$ cat config.mk
export PLATFORM = sky130hd
export DESIGN_NAME = text_pixel_serializer
export DESIGN_NICKNAME = d
export VERILOG_FILES = /design/src/rtl/text_pixel_serializer.sv
export SDC_FILE = /design/constraint.sdc
export NUM_CORES = 1
export LEC_CHECK = 0
export CORE_ASPECT_RATIO = 1.25
export CORE_MARGIN = 2
export CORE_UTILIZATION = 50
export CTS_BUF_LIST = sky130_fd_sc_hd__clkbuf_4 sky130_fd_sc_hd__clkbuf_8
export DETAILED_ROUTE_END_ITERATION = 8
export MAX_ROUTING_LAYER = met4
export PLACE_DENSITY = 0.86
export SLEW_MARGIN = 20
export SYNTH_ARGS = -nofsm -noshare
export SYNTH_HDL_FRONTEND = slang
export SYNTH_SLANG_ARGS = --single-unit
$ cat constraint.sdc
create_clock -name clk -period 1.78 [get_ports clk]
set_input_delay 0.178 -clock clk [delete_from_list [all_inputs] [get_ports clk]]
set_output_delay 0.178 -clock clk [all_outputs]
set_load 0.02 [all_outputs]
$ cat src/rtl/text_pixel_serializer.sv
// Text-mode pixel serialiser: one-deep character holding register feeding a
// column shifter, with a registered colour-index output stage and underrun flag.
module text_pixel_serializer #(
  parameter int unsigned FONT_WIDTH   = 8,
  parameter int unsigned CHAR_WIDTH   = 9,
  parameter bit          STRETCH_EN   = 1'b1,
  parameter logic [2:0]  STRETCH_MSBS = 3'b110
) (
  input  logic                  clk,
  input  logic                  reset,
  input  logic                  enable,
  input  logic                  load_valid,
  output logic                  load_ready,
  input  logic [FONT_WIDTH-1:0] font_data,
  input  logic [7:0]            attribute_data,
  input  logic [2:0]            char_msbs,
  input  logic                  cursor_active,
  input  logic                  blink_state,
  input  logic                  extended_bg_colours,
  input  logic                  underrun_clear,
  output logic [3:0]            colour_index,
  output logic                  pixel_valid,
  output logic                  char_start,
  output logic                  underrun
);

  localparam int unsigned PAD_W = CHAR_WIDTH - FONT_WIDTH;
  localparam int unsigned COL_W = (CHAR_WIDTH > 1) ? $clog2(CHAR_WIDTH) : 1;
  localparam logic [COL_W-1:0]      LAST_COL = COL_W'(CHAR_WIDTH - 1);
  localparam logic [CHAR_WIDTH-1:0] PAD_MASK = ~({CHAR_WIDTH{1'b1}} << PAD_W);

  // Holding register
  logic                  hold_full_q,   hold_full_d;
  logic [FONT_WIDTH-1:0] hold_font_q,   hold_font_d;
  logic [7:0]            hold_attr_q,   hold_attr_d;
  logic [2:0]            hold_msbs_q,   hold_msbs_d;
  logic                  hold_cursor_q, hold_cursor_d;

  // Shifter
  logic                  sh_valid_q,  sh_valid_d;
  logic [COL_W-1:0]      sh_col_q,    sh_col_d;
  logic [CHAR_WIDTH-1:0] sh_pix_q,    sh_pix_d;
  logic [7:0]            sh_attr_q,   sh_attr_d;
  logic                  sh_cursor_q, sh_cursor_d;

  // Output stage
  logic       underrun_q,    underrun_d;
  logic [3:0] colour_q,      colour_d;
  logic       pixel_valid_q, pixel_valid_d;
  logic       char_start_q,  char_start_d;

  logic                  boundary;
  logic                  transfer;
  logic                  accept;
  logic                  stretch;
  logic [CHAR_WIDTH-1:0] load_img;
  logic                  pix;
  logic                  fg_on;
  logic [3:0]            bg_colour;

  always_comb begin
    boundary   = enable & (~sh_valid_q | (sh_col_q == LAST_COL));
    transfer   = boundary & hold_full_q;
    load_ready = ~hold_full_q | transfer;
    accept     = load_valid & load_ready;
  end

  // Glyph sits left-justified in the cell; padding columns optionally repeat
  // the rightmost glyph column so box-drawing lines join across cells.
  always_comb begin
    stretch  = STRETCH_EN && (hold_msbs_q == STRETCH_MSBS);
    load_img = CHAR_WIDTH'(hold_font_q) << PAD_W;
    if (stretch && hold_font_q[0]) begin
      load_img = load_img | PAD_MASK;
    end
  end

  always_comb begin
    hold_full_d   = hold_full_q;
    hold_font_d   = hold_font_q;
    hold_attr_d   = hold_attr_q;
    hold_msbs_d   = hold_msbs_q;
    hold_cursor_d = hold_cursor_q;
    if (accept) begin
      hold_full_d   = 1'b1;
      hold_font_d   = font_data;
      hold_attr_d   = attribute_data;
      hold_msbs_d   = char_msbs;
      hold_cursor_d = cursor_active;
    end else if (transfer) begin
      hold_full_d   = 1'b0;
    end
  end

  always_comb begin
    sh_valid_d  = sh_valid_q;
    sh_col_d    = sh_col_q;
    sh_pix_d    = sh_pix_q;
    sh_attr_d   = sh_attr_q;
    sh_cursor_d = sh_cursor_q;
    if (boundary) begin
      if (hold_full_q) begin
        sh_valid_d  = 1'b1;
        sh_col_d    = '0;
        sh_pix_d    = load_img;
        sh_attr_d   = hold_attr_q;
        sh_cursor_d = hold_cursor_q;
      end else begin
        sh_valid_d  = 1'b0;
      end
    end else if (enable) begin
      sh_pix_d = sh_pix_q << 1;
      sh_col_d = sh_col_q + COL_W'(1);
    end
  end

  // Clear wins over a set landing on the same edge.
  always_comb begin
    underrun_d = underrun_q | (boundary & ~hold_full_q & sh_valid_q);
    if (underrun_clear) begin
      underrun_d = 1'b0;
    end
  end

  always_comb begin
    pix       = sh_pix_q[CHAR_WIDTH-1];
    fg_on     = sh_cursor_q
              | (~sh_attr_q[7] & pix)
              | (~extended_bg_colours & sh_attr_q[7] & blink_state & pix)
              | (extended_bg_colours & pix);
    bg_colour = extended_bg_colours ? sh_attr_q[7:4] : {1'b0, sh_attr_q[6:4]};
    pixel_valid_d = enable & sh_valid_q;
    char_start_d  = pixel_valid_d & (sh_col_q == '0);
    colour_d      = '0;
    if (pixel_valid_d) begin
      colour_d = fg_on ? sh_attr_q[3:0] : bg_colour;
    end
  end

  always_ff @(posedge clk or negedge reset) begin
    if (!reset) begin
      hold_full_q   <= 1'b0;
      hold_font_q   <= '0;
      hold_attr_q   <= '0;
      hold_msbs_q   <= '0;
      hold_cursor_q <= 1'b0;
      sh_valid_q    <= 1'b0;
      sh_col_q      <= '0;
      sh_pix_q      <= '0;
      sh_attr_q     <= '0;
      sh_cursor_q   <= 1'b0;
      underrun_q    <= 1'b0;
      colour_q      <= '0;
      pixel_valid_q <= 1'b0;
      char_start_q  <= 1'b0;
    end else begin
      hold_full_q   <= hold_full_d;
      hold_font_q   <= hold_font_d;
      hold_attr_q   <= hold_attr_d;
      hold_msbs_q   <= hold_msbs_d;
      hold_cursor_q <= hold_cursor_d;
      sh_valid_q    <= sh_valid_d;
      sh_col_q      <= sh_col_d;
      sh_pix_q      <= sh_pix_d;
      sh_attr_q     <= sh_attr_d;
      sh_cursor_q   <= sh_cursor_d;
      underrun_q    <= underrun_d;
      colour_q      <= colour_d;
      pixel_valid_q <= pixel_valid_d;
      char_start_q  <= char_start_d;
    end
  end

  assign colour_index = colour_q;
  assign pixel_valid  = pixel_valid_q;
  assign char_start   = char_start_q;
  assign underrun     = underrun_q;

endmodule

* After elaboration in Yosys (flattened, before gate mapping) *
Index checks and enable logic that the tools add are counted.

cells by class
  add/sub/neg operators = 1
  equality and inequality tests = 3
  mux-type cells = 14
  bitwise operators = 22
  reduce and logical (&&, ||, !) cells = 6

operator list
  cell                 count
  $mux 9               3
  $mux 4               6
  $and 1x1->1          12
  $or 1x1->1           6
  $mux 1               5
  $add 4x1->4 const B  1
  $eq 4x4->1 const B   1
  $logic_not 4->1      1
  $not 1->1            4
  $reduce_and 2->1     2
  $reduce_bool 2->1    2
  $eq 3x3->1 const B   1
  $ne 2x2->1 const B   1
  $logic_and 1x1->1    1

word-level totals
  register bits = 51
  output and inout bits = 8

* Logic depth before layout (Yosys ltp) *
  depth in word-level cells = 8
  mapped depth = 6
  depth with buffers taken out = 5

* Least setup slack after synthesis *
No wires, ideal clock.

  path type = reg-to-reg
  start = reg sh_col_q[0]
  end = reg hold_attr_q[0]
  setup time = 0.128 ns
  arrival time = 1.559 ns
  data required time = 1.652 ns
  setup slack = 0.093 ns
  cell stages (with the launch flop) = 7
  path through = dfrtp_1 -> inv_1 -> ha_1 -> nand4b_4 -> a31oi_2 -> buf_4 -> mux2_1

between the ends
  longest elaborated chain between the ends = 6

RTL lines
  element                 line  RTL
  from (decl)             41    logic [COL_W-1:0] sh_col_q, sh_col_d;
  from (signal assigned)  163   sh_col_q <= sh_col_d;
  $eq 4x4->1              62    boundary = enable & (~sh_valid_q | (sh_col_q == LAST_COL));
  $or 1x1->1              62
  $and 1x1->1             62
  $and 1x1->1             63    transfer = boundary & hold_full_q;
  $or 1x1->1              64    load_ready = ~hold_full_q | transfer;
  $and 1x1->1             65    accept = load_valid & load_ready;
  to (signal assigned)    159   hold_attr_q <= hold_attr_d;
  to (decl)               35    logic [7:0] hold_attr_q, hold_attr_d;

Every way passes these cells.
A chain may end at the register's enable or synchronous reset.

* Worst setup path in the final report *
  start = reg sh_col_q[1]
  end = reg sh_attr_q[5]

between the ends
  longest elaborated chain between the ends = 4

RTL lines
  element                            line  RTL
  $eq 4x4->1                         62
  $or 1x1->1                         62
  $and 1x1->1                        62
  $reduce_and 2->1 (no source line)  -
  to (signal assigned)               165   sh_attr_q <= sh_attr_d;
  to (decl)                          43    logic [7:0] sh_attr_q, sh_attr_d;

Every way passes these cells.

==> results by group <==
Outcome
  – Outcome: finished clean

Pwr
  – LEAKAGE: 1.21 nW
  – Peak VDD IR: 846 uV
  – Pwr dens: 1440 nW/um^2

Yosys
  – Yosys reg bits: 51
  – Post-synthesis cell type count: 36
  – Mapped Cells: 181
  – Netlist Area Pre-Place: 2240 um^2
  – Seq/Total Area, Yosys: 56.9%
  – Yosys warnings: 0
  – Syn Area/Cell: 12.4 um^2
  – Synthesized net count: 210

Critical path
  – Worst EP required: 1960 ps
  – Worst R2R Path Depth: 7
  – CP Class: reg -> reg
  – Crit path launch type: flip-flop
  – Worst-path maximum fanout: 12
  – CP arrival: 1880 ps
  – Worst Setup End Kind: flip-flop

Routing
  – Detailed Route WL: 4.32 mm
  – Drt initial violations: 101
  – Number of vias per cell: 5.60
  – Wire per inst: 15.3 um
  – DR pass1 iterations: 4
  – Remaining DRCs: 0
  – Detailed-route via count: 1586
  – Final ANT Viol Nets: 0

Finish
  – Synthesis-to-layout area growth: 26.6%
  – NumNets Final: 255
  – ANT cells: 0
  – Multi-input combinational cell area: 915 um^2
  – Register Area: 1280 um^2
  – Util after Layout: 65.2%
  – Number of fill cells in the layout: 319
  – Layout cells sized above 1: 16.0%

STA
  – Final Hold Viols: 0
  – Hold Slack: 389 ps
  – Period utilization: 95.6%
  – Clk_skew: 9.03 ps
  – Final setup viols: 0
  – F_max: 587 MHz
  – Pins Over Slew Limit: 0
  – Worst Max-Slew Pin Slew: 537 ps
  – Period minus WS final: 1700 ps
  – Slew headroom: 64.2%

Floorplan
  – Die X: 63.9 um
  – IO Pins: 35
  – # rows: 27
  – Starting Density: 51.5%
  – Core area: 4360 um^2
  – Die ar.: 5040 um^2
  – Die height: 78.9 um

Clocking
  – H-tree Lvls: 2
  – Sink Count: 51
  – Worst-Skew Late Latency: 300 ps
  – CTS clk-pin slew, worst paths: 80 ps
  – CTS tree: yes
  – TritonCTS buffer count: 5
  – Clk buf depth: 2
  – CTS root buf: clkbuf_8
  – Number of setup buffers added after CTS: 0

Place
  – Port buffer count: 34
  – Gpl congestion: 0.857
  – DP Wirelength: 3.08 mm

Run
  – Max-cap check violation count: 0

GRT
  – Antenna violations before repair: 0
  – Grt total ovfl: 0
  – Largest net degree at the start of global routing: 29
  – GRT Overall Usage: 19.4%
  – Vias in the first global route: 1548
  – First-pass GRT wire length: 7.29 mm

Worst hold path
  – Hold Path Class: in -> async
==> worst paths after layout <==
| path | start | to | slack, ps |
|---|---|---|---|
| min in group clk | underrun_clear | underrun$_DFF_PN0_ | 400 |
| worst min-delay path | reset | sh_attr_q[5]$_DFFE_PN0P_ | 390 |
| worst max register to register | sh_col_q[1]$_DFFE_PN0P_ | sh_attr_q[5]$_DFFE_PN0P_ | 80 |
| worst max-delay path | sh_col_q[1]$_DFFE_PN0P_ | sh_attr_q[5]$_DFFE_PN0P_ | 80 |
| worst min register to register | hold_font_q[4]$_DFFE_PN0P_ | hold_font_q[4]$_DFFE_PN0P_ | 490 |
| max in group asynchronous | reset | sh_cursor_q$_DFFE_PN0P_ | 860 |
==> routing by layer <==
layer | share of wire (%) | track usage [%] | wire (um) | up-vias
met2 | 53 | 33.0 | 2270 | 46
met4 | 1.7 | 7.83 | 75 | 0
met1 | 42 | 22.7 | 1790 | 792
met3 | 4.2 | 3.54 | 181 | 9
met5 | 0 | - | 0 | -
li1 | - | - | - | 739
==> repair_timing <==
| action | in CTS | in global routing |
|---|---|---|
| gates resized for setup | 4 | 7 |
| pin swaps | 0 | 1 |
| setup endpoints to repair | 18 | 40 |
| hold endpoints to repair | 23 | 0 |
| cloned | 0 | 0 |
| hold buffers | 1 | 0 |
==> Yosys cell counts <==
library cell | count | area (um^2)
dfrtp_1 | 51 | 1280
mux2_1 | 27 | 304
o21ai_0 | 15 | 75.1
nand3_1 | 14 | 70.1
nand2_1 | 11 | 41.3
a21oi_1 | 9 | 45.0
a31oi_1 | 9 | 56.3
inv_1 | 5 | 18.8
clkbuf_1 | 4 | 15.0
mux2i_1 | 4 | 40.0
and4b_1 | 2 | 20.0
buf_2 | 2 | 10.0
buf_4 | 2 | 15.0
ha_1 | 2 | 25.0
mux2_2 | 2 | 22.5
nor2_1 | 2 | 7.51
a21o_1 | 1 | 7.51
a21oi_2 | 1 | 8.76
a21oi_4 | 1 | 16.3
a31oi_2 | 1 | 12.5
a32o_1 | 1 | 10.0
and3b_1 | 1 | 8.76
buf_6 | 1 | 11.3
buf_8 | 1 | 15.0
clkbuf_2 | 1 | 5.00
nand2b_2 | 1 | 8.76
nand3b_1 | 1 | 7.51
nand4b_4 | 1 | 23.8
nand4bb_1 | 1 | 11.3
nor2b_1 | 1 | 6.26
nor4b_1 | 1 | 8.76
nor4bb_1 | 1 | 10.0
o21a_1 | 1 | 7.51
or3_1 | 1 | 6.26
or3b_2 | 1 | 8.76
xnor2_1 | 1 | 8.76
==> cells by family (layout without fill, tap and decap cells) <==
family,Yosys count,in the layout,share of synthesized area (%)
muxes,33,33,16.3
buffers and inverters,16,60,4.01
and+or+nand+nor,39,39,10.6
AOI/OAI and AO/OA,39,39,10.6
xor gates and xnor gates,1,1,0.390
adders and majority gates,2,2,1.11
DFF,51,51,56.9
==> power breakdown <==
| part | leakage [nW] | switching (W) | total (W) | internal, W |
|---|---|---|---|---|
| clock | 0.0406 | 0.000336 | 0.000614 | 0.000278 |
| combinational | 0.560 | 0.000703 | 0.00151 | 0.000811 |
| sequential | 0.609 | 0.000285 | 0.00197 | 0.00168 |
==> cell type report <==
type | instances | share of cell area (%)
repair buffers | 49 | 17.0
clock buffers | 6 | 2.69
multi-input cells | 114 | 32.2
inverters | 5 | 0.661
well taps | 58 | 2.55
flip-flops and latches | 51 | 44.9
==> registers in the layout, summed over array words and instances, names as in the netlist <==
name           cells
sh_pix_q           9
hold_cursor_q      1
underrun           1
hold_full_q        1
sh_col_q           4
hold_msbs_q        3
pixel_valid        1
sh_cursor_q        1
hold_attr_q        8
hold_font_q        8
sh_attr_q          8
char_start         1
sh_valid_q         1
colour_index       4
==> placed cells by master (no fill, tap or decap), types with 2 or more instances in the layout <==
| master | n |
|---|---|
| mux2_1 | 27 |
| o21ai_0 | 15 |
| dfrtp_1 | 51 |
| clkdlybuf4s50_1 | 32 |
| buf_4 | 11 |
| mux2i_1 | 4 |
| nand3_1 | 14 |
| mux2_2 | 2 |
| clkbuf_8 | 5 |
| inv_1 | 4 |
| a21oi_1 | 9 |
| buf_12 | 3 |
| nand2_1 | 11 |
| a31oi_1 | 9 |
==> critical path, cell delays in order, from the launching register on <==
cell	delay [ps]
dfrtp_1	420
inv_1	110
ha_4	150
nand4b_4	130
buf_4	170
a21oi_4	130
buf_12	150
mux2_1	330
==> stage by stage <==
step | area, um^2 | instances | total power (W) | TNS, ps | worst slack (ps)
6_report | 2840 | 283 | 0.00409 | 0 | 77.8
5_1_grt | 2840 | 283 | 0.00438 | -5.94 | -3.12
4_1_cts | 2820 | 283 | 0.00408 | -32.4 | -14.7
3_5_place_dp | 2720 | 276 | 0.00346 | -579 | -43.9
3_3_place_gp | 2720 | 276 | 0.00338 | 0 | 10.1
2_1_floorplan | 2240 | 181 | 0.00289 | 0 | 93.1
Note: power is estimated with default switching activity, not from simulation.
